===== config.mk =====
export PLATFORM = sky130hd
export DESIGN_NAME = axis_bram_line_engine_flat
export DESIGN_NICKNAME = d
export VERILOG_FILES = /design/src/rtl/axis_bram_line_pkg.sv /design/src/rtl/axis_bram_line_engine_if.sv /design/src/rtl/axis_bram_line_buf.sv /design/src/rtl/axis_bram_line_engine.sv /design/src/flat_wrapper.sv
export SDC_FILE = /design/constraint.sdc
export NUM_CORES = 2
export LEC_CHECK = 0
export CORE_AREA = 2 2 481 483
export DETAILED_ROUTE_END_ITERATION = 10
export DIE_AREA = 0 0 483 485
export PLACE_DENSITY = 0.47
export SYNTH_ARGS = -nofsm -noshare
export SYNTH_HDL_FRONTEND = slang
export SYNTH_SLANG_ARGS = --single-unit
export TNS_END_PERCENT = 10

===== constraint.sdc =====
create_clock -name clk -period 3.3 [get_ports clk]
set_clock_uncertainty 0.1 [all_clocks]
set_input_delay 0.99 -clock clk [delete_from_list [all_inputs] [get_ports clk]]
set_output_delay 0.99 -clock clk [all_outputs]
set_load 0.005 [all_outputs]

===== src/rtl/axis_bram_line_pkg.sv =====
// Shared types and constants for the AXIS <-> BRAM line engine.
package axis_bram_line_pkg;

  typedef enum logic [2:0] {
    S_IDLE,
    S_WR_FILL,
    S_WR_COMMIT,
    S_RD_ISSUE,
    S_RD_WAIT,
    S_RD_DRAIN,
    S_DONE
  } state_t;

  // Word-slot counter width for the default 36-word line.
  localparam int WORDS_PER_LINE_DEF = 36;
  localparam int CNT_W = $clog2(WORDS_PER_LINE_DEF);

  localparam logic MODE_WR = 1'b1;
  localparam logic MODE_RD = 1'b0;

  // Slot counter width for an arbitrary line size (at least one bit).
  function automatic int cnt_width(input int n);
    return (n <= 2) ? 1 : $clog2(n);
  endfunction

endpackage


===== src/rtl/axis_bram_line_engine_if.sv =====
// AXI-Stream bundle. Handshake: a beat transfers on a rising clk edge where
// tvalid and tready are both high; once tvalid is raised the master holds
// tdata/tlast/tvalid stable until that transfer, and tready may toggle freely.
interface axis_bram_line_engine_if #(
  parameter int WORD_W = 16
);
  logic [WORD_W-1:0] tdata;
  logic              tvalid;
  logic              tready;
  logic              tlast;

  modport master (output tdata, output tvalid, output tlast, input tready);
  modport slave  (input tdata, input tvalid, input tlast, output tready);
endinterface


===== src/rtl/axis_bram_line_buf.sv =====
// One BRAM line held in registers: per-word write, whole-line load,
// word read by slot and whole-line output. Word k sits at bits [k*WORD_W +: WORD_W].
module axis_bram_line_buf #(
  parameter int WORD_W         = 16,
  parameter int WORDS_PER_LINE = 36,
  parameter int SLOT_W         = 6
) (
  input  logic                             clk,
  input  logic                             rstn,
  input  logic                             i_we,
  input  logic [SLOT_W-1:0]                i_slot,
  input  logic [WORD_W-1:0]                i_data,
  input  logic                             i_load,
  input  logic [WORD_W*WORDS_PER_LINE-1:0] i_line,
  output logic [WORD_W-1:0]                o_word,
  output logic [WORD_W*WORDS_PER_LINE-1:0] o_line
);

  logic [WORD_W*WORDS_PER_LINE-1:0] r_line;

  // Whole-line load wins over a single-word write; they never coincide in use.
  always_ff @(posedge clk) begin
    if (!rstn) begin
      r_line <= '0;
    end else if (i_load) begin
      r_line <= i_line;
    end else if (i_we) begin
      r_line[i_slot*WORD_W +: WORD_W] <= i_data;
    end
  end

  assign o_word = r_line[i_slot*WORD_W +: WORD_W];
  assign o_line = r_line;

endmodule


===== src/rtl/axis_bram_line_engine.sv =====
// Packs stream words into wide BRAM lines (write) or unpacks lines into
// stream words (read) over an inclusive, wrapping line-address range.
module axis_bram_line_engine
  import axis_bram_line_pkg::*;
#(
  parameter int WORD_W         = 16,
  parameter int WORDS_PER_LINE = 36,
  parameter int ADDR_W         = 12,
  parameter int RD_LAT         = 2
) (
  input  logic                             clk,
  input  logic                             rstn,
  input  logic                             i_start,
  input  logic                             i_mode,
  input  logic [ADDR_W-1:0]                i_start_addr,
  input  logic [ADDR_W-1:0]                i_end_addr,
  output logic                             o_busy,
  output logic                             o_done,
  output logic                             o_err_tlast,
  axis_bram_line_engine_if.slave           s_axis,
  axis_bram_line_engine_if.master          m_axis,
  output logic                             o_bram_en,
  output logic                             o_bram_we,
  output logic [ADDR_W-1:0]                o_bram_addr,
  output logic [WORD_W*WORDS_PER_LINE-1:0] o_bram_wdata,
  input  logic [WORD_W*WORDS_PER_LINE-1:0] i_bram_rdata,
  output state_t                           o_dbg_state
);

  localparam int CW     = cnt_width(WORDS_PER_LINE);
  localparam int LAT_W  = $clog2(RD_LAT + 1);
  localparam int LINE_W = WORD_W * WORDS_PER_LINE;

  state_t               r_state, w_next;
  logic [ADDR_W-1:0]    r_addr, r_end, r_addr_hold;
  logic [CW-1:0]        r_wcnt;
  logic [LAT_W-1:0]     r_lat;
  logic                 r_err;
  logic [LINE_W-1:0]    r_wdata_hold;

  logic                 w_last_word, w_last_line, w_lat_end;
  logic                 w_s_hs, w_m_hs;
  logic [WORD_W-1:0]    w_word;
  logic [LINE_W-1:0]    w_line;

  assign w_last_word = (r_wcnt == CW'(WORDS_PER_LINE - 1));
  assign w_last_line = (r_addr == r_end);
  assign w_lat_end   = (r_lat == LAT_W'(RD_LAT - 1));
  assign w_s_hs      = (r_state == S_WR_FILL) && s_axis.tvalid;
  assign w_m_hs      = (r_state == S_RD_DRAIN) && m_axis.tready;

  axis_bram_line_buf #(
    .WORD_W        (WORD_W),
    .WORDS_PER_LINE(WORDS_PER_LINE),
    .SLOT_W        (CW)
  ) u_buf (
    .clk   (clk),
    .rstn  (rstn),
    .i_we  (w_s_hs),
    .i_slot(r_wcnt),
    .i_data(s_axis.tdata),
    .i_load((r_state == S_RD_WAIT) && w_lat_end),
    .i_line(i_bram_rdata),
    .o_word(w_word),
    .o_line(w_line)
  );

  // State register.
  always_ff @(posedge clk) begin
    if (!rstn) r_state <= S_IDLE;
    else       r_state <= w_next;
  end

  // Next-state decode.
  always_comb begin
    w_next = r_state;
    case (r_state)
      S_IDLE:      if (i_start) w_next = (i_mode == MODE_WR) ? S_WR_FILL : S_RD_ISSUE;
      S_WR_FILL:   if (w_s_hs && w_last_word) w_next = S_WR_COMMIT;
      S_WR_COMMIT: w_next = w_last_line ? S_DONE : S_WR_FILL;
      S_RD_ISSUE:  w_next = S_RD_WAIT;
      S_RD_WAIT:   if (w_lat_end) w_next = S_RD_DRAIN;
      S_RD_DRAIN:  if (w_m_hs && w_last_word) w_next = w_last_line ? S_DONE : S_RD_ISSUE;
      S_DONE:      w_next = S_IDLE;
      default:     w_next = S_IDLE;
    endcase
  end

  // Command latch, word/latency counters, line address, tlast error and BRAM hold values.
  always_ff @(posedge clk) begin
    if (!rstn) begin
      r_addr       <= '0;
      r_end        <= '0;
      r_addr_hold  <= '0;
      r_wcnt       <= '0;
      r_lat        <= '0;
      r_err        <= 1'b0;
      r_wdata_hold <= '0;
    end else begin
      case (r_state)
        S_IDLE: if (i_start) begin
          r_addr <= i_start_addr;
          r_end  <= i_end_addr;
          r_wcnt <= '0;
          r_err  <= 1'b0;
        end
        S_WR_FILL: if (w_s_hs) begin
          r_wcnt <= r_wcnt + 1'b1;
          // tlast must appear on the final beat of the final line and nowhere else.
          if (s_axis.tlast != (w_last_word && w_last_line)) r_err <= 1'b1;
        end
        S_WR_COMMIT: begin
          r_addr_hold  <= r_addr;
          r_wdata_hold <= w_line;
          if (!w_last_line) begin
            r_addr <= r_addr + 1'b1;
            r_wcnt <= '0;
          end
        end
        S_RD_ISSUE: begin
          r_addr_hold <= r_addr;
          r_lat       <= '0;
        end
        S_RD_WAIT: begin
          r_lat <= r_lat + 1'b1;
          if (w_lat_end) r_wcnt <= '0;
        end
        S_RD_DRAIN: if (w_m_hs) begin
          r_wcnt <= r_wcnt + 1'b1;
          if (w_last_word && !w_last_line) r_addr <= r_addr + 1'b1;
        end
        default: ;
      endcase
    end
  end

  // Outputs decode directly from state; BRAM address/data hold between accesses.
  assign s_axis.tready = (r_state == S_WR_FILL);
  assign m_axis.tvalid = (r_state == S_RD_DRAIN);
  assign m_axis.tlast  = (r_state == S_RD_DRAIN) && w_last_word && w_last_line;
  assign m_axis.tdata  = (r_state == S_RD_DRAIN) ? w_word : '0;
  assign o_bram_en     = (r_state == S_WR_COMMIT) || (r_state == S_RD_ISSUE);
  assign o_bram_we     = (r_state == S_WR_COMMIT);
  assign o_bram_addr   = o_bram_en ? r_addr : r_addr_hold;
  assign o_bram_wdata  = o_bram_we ? w_line : r_wdata_hold;
  assign o_busy        = (r_state != S_IDLE) && (r_state != S_DONE);
  assign o_done        = (r_state == S_DONE);
  assign o_err_tlast   = r_err;
  assign o_dbg_state   = r_state;

endmodule


===== src/flat_wrapper.sv =====
// flat-port wrapper written by rule: the top's interface ports become plain ports
module axis_bram_line_engine_flat import axis_bram_line_pkg::*;
#(
  parameter int WORD_W         = 16,
  parameter int WORDS_PER_LINE = 36,
  parameter int ADDR_W         = 12,
  parameter int RD_LAT         = 2
)
  (clk, rstn, i_start, i_mode, i_start_addr, i_end_addr, o_busy, o_done, o_err_tlast, o_bram_en, o_bram_we, o_bram_addr, o_bram_wdata, i_bram_rdata, o_dbg_state, s_axis_tdata, s_axis_tvalid, s_axis_tlast, s_axis_tready, m_axis_tdata, m_axis_tvalid, m_axis_tlast, m_axis_tready);
  axis_bram_line_engine_if #(.WORD_W(WORD_W)) s_axis_i ();
  axis_bram_line_engine_if #(.WORD_W(WORD_W)) m_axis_i ();
  input  logic clk;
  input  logic rstn;
  input  logic i_start;
  input  logic i_mode;
  input  logic [ADDR_W-1:0] i_start_addr;
  input  logic [ADDR_W-1:0] i_end_addr;
  output logic o_busy;
  output logic o_done;
  output logic o_err_tlast;
  output logic o_bram_en;
  output logic o_bram_we;
  output logic [ADDR_W-1:0] o_bram_addr;
  output logic [WORD_W*WORDS_PER_LINE-1:0] o_bram_wdata;
  input  logic [WORD_W*WORDS_PER_LINE-1:0] i_bram_rdata;
  output state_t o_dbg_state;
  input wire logic [$bits(s_axis_i.tdata)-1:0] s_axis_tdata;
  input wire logic [$bits(s_axis_i.tvalid)-1:0] s_axis_tvalid;
  input wire logic [$bits(s_axis_i.tlast)-1:0] s_axis_tlast;
  output wire logic [$bits(s_axis_i.tready)-1:0] s_axis_tready;
  output wire logic [$bits(m_axis_i.tdata)-1:0] m_axis_tdata;
  output wire logic [$bits(m_axis_i.tvalid)-1:0] m_axis_tvalid;
  output wire logic [$bits(m_axis_i.tlast)-1:0] m_axis_tlast;
  input wire logic [$bits(m_axis_i.tready)-1:0] m_axis_tready;
  assign s_axis_i.tdata = s_axis_tdata;
  assign s_axis_i.tvalid = s_axis_tvalid;
  assign s_axis_i.tlast = s_axis_tlast;
  assign s_axis_tready = s_axis_i.tready;
  assign m_axis_tdata = m_axis_i.tdata;
  assign m_axis_tvalid = m_axis_i.tvalid;
  assign m_axis_tlast = m_axis_i.tlast;
  assign m_axis_i.tready = m_axis_tready;
  axis_bram_line_engine #(.WORD_W(WORD_W), .WORDS_PER_LINE(WORDS_PER_LINE), .ADDR_W(ADDR_W), .RD_LAT(RD_LAT)) u_core (.clk(clk), .rstn(rstn), .i_start(i_start), .i_mode(i_mode), .i_start_addr(i_start_addr), .i_end_addr(i_end_addr), .o_busy(o_busy), .o_done(o_done), .o_err_tlast(o_err_tlast), .s_axis(s_axis_i), .m_axis(m_axis_i), .o_bram_en(o_bram_en), .o_bram_we(o_bram_we), .o_bram_addr(o_bram_addr), .o_bram_wdata(o_bram_wdata), .i_bram_rdata(i_bram_rdata), .o_dbg_state(o_dbg_state));
endmodule

After elaboration in Yosys (flattened, before gate mapping):

Cells that the tools add are included.

* flip-flop bits (word level): 1200
* bits in latches: 0
* RAM bits: 0
* memory bits (read-only): 0
* input bits: 623
* output and inout port bits: 615
* word-level logic and storage cells: 91
* memories kept: 0

* $add $sub $neg: 4
* multiply operators: 0
* divide/modulo/power cells: 0
* $lt $le $gt $ge: 0
* equality and inequality tests: 20
* shifts and indexed selects: 3
* muxes and demuxes: 30
* bitwise operators: 0
* reductions and logical operators: 25

Operators with widths (number)
* $mux 576: 3
* $bwmux 576: 1
* $shift 16x34->576 const A: 1
* $shiftx 16x34->576: 1
* $shiftx 576x11->16: 1
* $mux 12: 5
* $pmux 12 s3: 1
* $neg 10->34: 1
* $mux 6: 5
* $pmux 6 s5: 1
* $mux 3: 6
* $pmux 3 s6: 1
* $mux 16: 1
* $ne 2x1->1 const B: 7
* $add 12x1->12 const B: 1
* $eq 12x12->1: 1
* $logic_and 1x1->1: 10
* $eq 3x3->1 const B: 3
* $reduce_and 4->1: 2
* $add 6x1->6 const B: 1
* $eq 3x2->1 const B: 2
* $eq 6x6->1 const B: 1
* $reduce_and 6->1: 1
* $reduce_bool 2->1: 3
* 18 further kinds: 22

Depth between registers and ports, before layout:

* depth in word-level cells: 6
* gate-level depth with buffers: 15
* depth with buffers taken out: 9

Cells and area by module:

From an unflattened synthesis, not the netlist that was laid out.

* cell total of the unflattened synthesis: 6344
* area, all modules: 53054.6 um^2

By module, submodules not included
* axis_bram_line_buf: instances 1, cells each 2905, area each 28313.4 um^2, sequential area each 11531.1 um^2
* axis_bram_line_engine: instances 1, cells each 3439, area each 24741.2 um^2, sequential area each 12492.0 um^2

Least setup slack after synthesis:

Ideal clock, no wire load.

* path type: reg2reg
* start: reg u_core.r_wcnt[0]
* end: reg u_core.u_buf.r_line[550], in the netlist u_core.u_buf.o_line[550]
* setup time: 0.122 ns
* data arrival time: 3.246 ns
* required time: 3.078 ns
* setup slack: -0.167 ns
* stages on the path, launching flop included: 15
* buffers on the path: 6
* clock period less this slack: 3.467 ns
* cell sequence: dfxtp_1 -> buf_4 -> buf_4 -> buf_6 -> buf_4 -> clkinv_1 -> ha_1 -> buf_4 -> o21bai_1 -> a31oi_1 -> o21ai_2 -> nor3_1 -> nor2_1 -> buf_2 -> a221o_1

* longest elaborated chain between the ends: 5
* elaborated cells between the ends (all ways): 6
* classes of those cells: 1 x add/sub; 2 x shift; 3 x mux

RTL lines
* start, declared: RTL line axis_bram_line_engine.sv:36 `logic [CW-1:0] r_wcnt;`
* start signal, assigned: RTL line axis_bram_line_engine.sv:108 `r_wcnt <= r_wcnt + 1'b1;`
* start signal, assigned: RTL line axis_bram_line_engine.sv:129 `r_wcnt <= r_wcnt + 1'b1;`
* $neg 10->34 *: RTL line axis_bram_line_buf.sv:28 `r_line[i_slot*WORD_W +: WORD_W] <= i_data;`
* $shiftx 16x34->576 or $shift 16x34->576 (tied branches): RTL line axis_bram_line_buf.sv:28
* $bwmux 576 *: RTL line axis_bram_line_buf.sv:28
* $mux 576 *: RTL line axis_bram_line_buf.sv:27 `end else if (i_we) begin`
* $mux 576 *: RTL line axis_bram_line_buf.sv:25 `end else if (i_load) begin`
* end signal, assigned: RTL line axis_bram_line_buf.sv:26 `r_line <= i_line;`
* end signal, assigned by index: RTL line axis_bram_line_buf.sv:28
* end, declared: RTL line axis_bram_line_buf.sv:19 `logic [WORD_W*WORDS_PER_LINE-1:0] r_line;`

Mark *: on every way between the ends. The rest lies on a longest branch, timed or not. The select of a mux whose other input is x is not followed.
A chain may end at the register's enable or synchronous reset.

Worst setup path in the final report:

* start: reg u_core.r_wcnt[0]
* end: out m_axis_tdata[14]

* longest elaborated chain between the ends: 2

RTL lines
* $shiftx 576x11->16: RTL line axis_bram_line_buf.sv:32 `assign o_word = r_line[i_slot*WORD_W +: WORD_W];`
* $mux 16: RTL line axis_bram_line_engine.sv:141 `assign m_axis.tdata = (r_state == S_RD_DRAIN) ? w_word : '0;`
* end, declared: RTL line flat_wrapper.sv:31 `output wire logic [$bits(m_axis_i.tdata)-1:0] m_axis_tdata;`

Every way passes these cells.

==> metrics.yaml <==
synth:
  ys_top_cells_by_area: "dfxtp_1 (46%), nand2_1 (17%), a21oi_1 (7.1%), mux4_2 (4.9%), a22oi_1 (3.2%)"
  seq_area_frac_synth_pct: 45.53
  ys_warn_count: 0
  syn_inst: 6583
  synth_fp_nets: 7211
  synth_async_sr_flop_share_pct: 0
  synth_ff_type: "dfxtp_1"
  synth.distinct_cells: 88
  yosys_register_bits: 1200
  synth-edff-count: 0
  synth.avg_cell_area_um2: 8.014
  synth_top_area_cell: "dfxtp_1"
  synth_top_area_share_pct: 45.53
  synth_area_um2: 52760
timing:
  tns_ns: -517.76
  setup_viol: 1180
  relSlewSlack_pct: 15.86
  setup_slack_ns: -1.079
  fin_crit_sh_pct: 132.7
  rsz0062_at_grt: "true"
  finalMaxSlewViolations: 0
  tightest_slew_ns: 1.262
  min_period_ns: 4.379
  hold_viol: 0
  max_clock_freq_mhz: 228.4
setup_path:
  cp.arrival_ns: 3.29
  ff2ff_path_depth: 17
  cp-start-kind: "flop"
  path_delay_family: "buffers and inverters"
  required_ns: 2.21
  critPathMaxFanout: 7
  endpoint_kind: "output pin"
  crit_buf_inv: 5
  ff2ff_setup_slack_ns: -0.53
  crit_chain: "buf_12 -> buf_4 -> buf_6 -> mux2i_1 -> nor3_1 -> a2111oi_4 -> buf_4 -> nor2_2 -> o21ai_2 -> nand3_1 -> buf_6"
  crit_slowest_cell: "dfxtp_4"
  crit_cells: 11
  max_stage_delay_ns: 0.44
  reg2reg_from: "u_core.r_wcnt[0]"
  path_class: "reg2out"
  r2r_end: "u_core.u_buf.o_line[516]"
min_path:
  hp-class: "reg2reg"
  hold_depth: 2
  min_to: "u_core.r_wdata_hold[490]"
  hp-start: "u_core.r_wdata_hold[490]"
floorplanning:
  io_pins: 1238
  rows: 176
  die_w_um: 483
  coreArea_um2: 229000
  fp.dieArea_um2: 234300
  die_y_um: 485
  initial_utilization_pct: 23.04
route:
  viasPerCell: 5.294
  drt-total-wl_um: 443200
  drc: 0
  num_vias: 64211
  drt_iter0_drc: 7287
  drt_pass1_iterations: 6
  ant_nets: 0
  post_drt_wl_per_cell_um: 36.54
cts:
  root_buffer: "clkbuf_16"
  clk_pin_slew_ns: 0.06
  cts_buffer_depth: 3
  tritoncts: "done"
  clkSinkCount: 1200
  insertion_delay_ns: 0.86
  cts_buffers: 150
  htreeDepth: 4
power:
  power_frac_seq_pct: 33.1
  p_int_w: 0.03059
  p_comb_share_pct: 26.4
  net-switching-power_w: 0.01396
  powerDensity_nw_per_um2: 492.0
  clkPwrFrac_pct: 40.5
  p_total_w: 0.04456
  ir_drop_uv: 495.6
  swShare_pct: 31.34
  p_leak_nw: 38.51
global_route:
  grt_max_degree: 176
  grt_antenna_before_repair: 179
  grt_pass1_vias: 60388
  grt_usage_pct: 35.97
  grt_remaining_overflow: 0
  grt_first_pass_wirelength_um: 570500
placed_design:
  dp_slack_ns: -1.493
  dp_hpwl_um: 350600
  placement.io_buffers: 1237
  routabilityCongestion: 0.9995
layout:
  layout_common_cells: "nand2_1 (2053), dfxtp_1 (1193), buf_4 (1088), clkdlybuf4s50_1 (951), a21oi_1 (743)"
  post-route-util_pct: 39.55
  synthToLayoutAreaGrowth_pct: 71.67
  final_common_cell: "nand2_1"
  layout-drive-gt1-share_pct: 28.69
  nNetsFinal: 9524
run:
  drv_cap: 0
run_status:
  outcome: "finished with violations"
  violations: "negative setup slack"
layer usage:
layer  track usage (%)  wire [um]
met1             46.72     186300
met2             56.17     196800
met3             8.787      37660
met4             16.32      21930
met5                 0        426
logic make-up after synthesis:
family | share of synthesized area [%]
muxes | 6.894
xor gates and xnor gates | 0.3771
AOI/OAI and AO/OA | 20.44
and+or+nand+nor | 22.25
adders and majority gates | 0.1186
buffers and inverters | 4.383
DFF | 45.53
metrics by stage:
| step | instance area, um^2 | instances | hold WS (ns) |
|---|---|---|---|
| 2_1_floorplan | 52780 | 6583 | 0.3413 |
| 3_3_place_gp | 78190 | 11484 | 0.3498 |
| 3_5_place_dp | 78190 | 11484 | 0.3555 |
| 4_1_cts | 88160 | 11946 | 0.3632 |
| 5_1_grt | 90480 | 12092 | 0.3759 |
| 6_report | 90570 | 12129 | 0.3606 |
power by group through the flow:
| stage | sequential (W) | clock (W) | combinational [W] |
|---|---|---|---|
| 6_report | 0.0148 | 0.0180 | 0.0118 |
| 5_1_grt | 0.0148 | 0.0187 | 0.0119 |
| 3_3_place_gp | 0.0151 | 0 | 0.00807 |
| 2_1_floorplan | 0.0150 | 0 | 0.00297 |
| 3_5_place_dp | 0.0151 | 0 | 0.00806 |
| 4_1_cts | 0.0147 | 0.0182 | 0.0107 |
worst max-delay path by stage:
stage,from,end,slack [ns]
finish,u_core.r_wcnt[0],m_axis_tdata[14],-1.08
global route,u_core.r_wcnt[0],m_axis_tdata[14],-1.15
CTS,u_core.r_wcnt[0],m_axis_tdata[14],-1.12
detailed placement,u_core.r_wcnt[0],m_axis_tdata[6],-1.49
global placement,u_core.r_wcnt[0],m_axis_tdata[6],-1.51
floorplan,u_core.r_wcnt[0],u_core.u_buf.o_line[54],-0.02
cell usage after synthesis (59+ instances only):
cell type  count
a21oi_1      752
a221o_1       96
a22oi_1      224
and3_1        68
buf_2         99
clkbuf_1     373
dfxtp_1     1200
mux2i_1       90
mux4_2       114
nand2_1     2376
nand3_1       95
nor2_1       154
nor3_1        59
o21ai_0      243
worst register-to-register path, delay by kind of cell, from the launching register on:
| family | cells | cell delay, ns |
|---|---|---|
| and+or+nand+nor | 3 | 0.49 |
| DFF | 1 | 0.44 |
| buffers and inverters | 9 | 1.46 |
| AOI/OAI and AO/OA | 4 | 1.00 |
| adders and majority gates | 1 | 0.21 |
what timing repair did:
action	CTS	global route
gates resized for setup	897	705
pin swaps	106	75
hold buffers	0	0
gates cloned	43	20
setup buffers	156	87
endpoints found under the setup margin	1182	1190
hold endpoints to repair	0	0
layout make-up:
| cell class | instances | area (um^2) |
|---|---|---|
| multi-input combinational | 4824 | 29210 |
| fill | 23301 | 138400 |
| clock inverter | 51 | 782.0 |
| clock buffer | 221 | 4474 |
| timing repair buffer | 2689 | 27910 |
| inverter | 31 | 153.9 |
| sequential | 1200 | 24040 |
| antenna | 87 | 217.7 |
| tap | 3026 | 3786 |
sequential cells by signal, indices dropped and copies added (netlist names):
name / cells
u_core.r_addr: 12
u_core.r_wcnt: 6
u_core.r_end: 12
u_core.r_lat: 2
u_core.o_dbg_state: 3
u_core.r_wdata_hold: 576
u_core.r_addr_hold: 12
u_core.o_err_tlast: 1
u_core.u_buf.o_line: 576
Note: power is estimated with default switching activity, not from simulation.
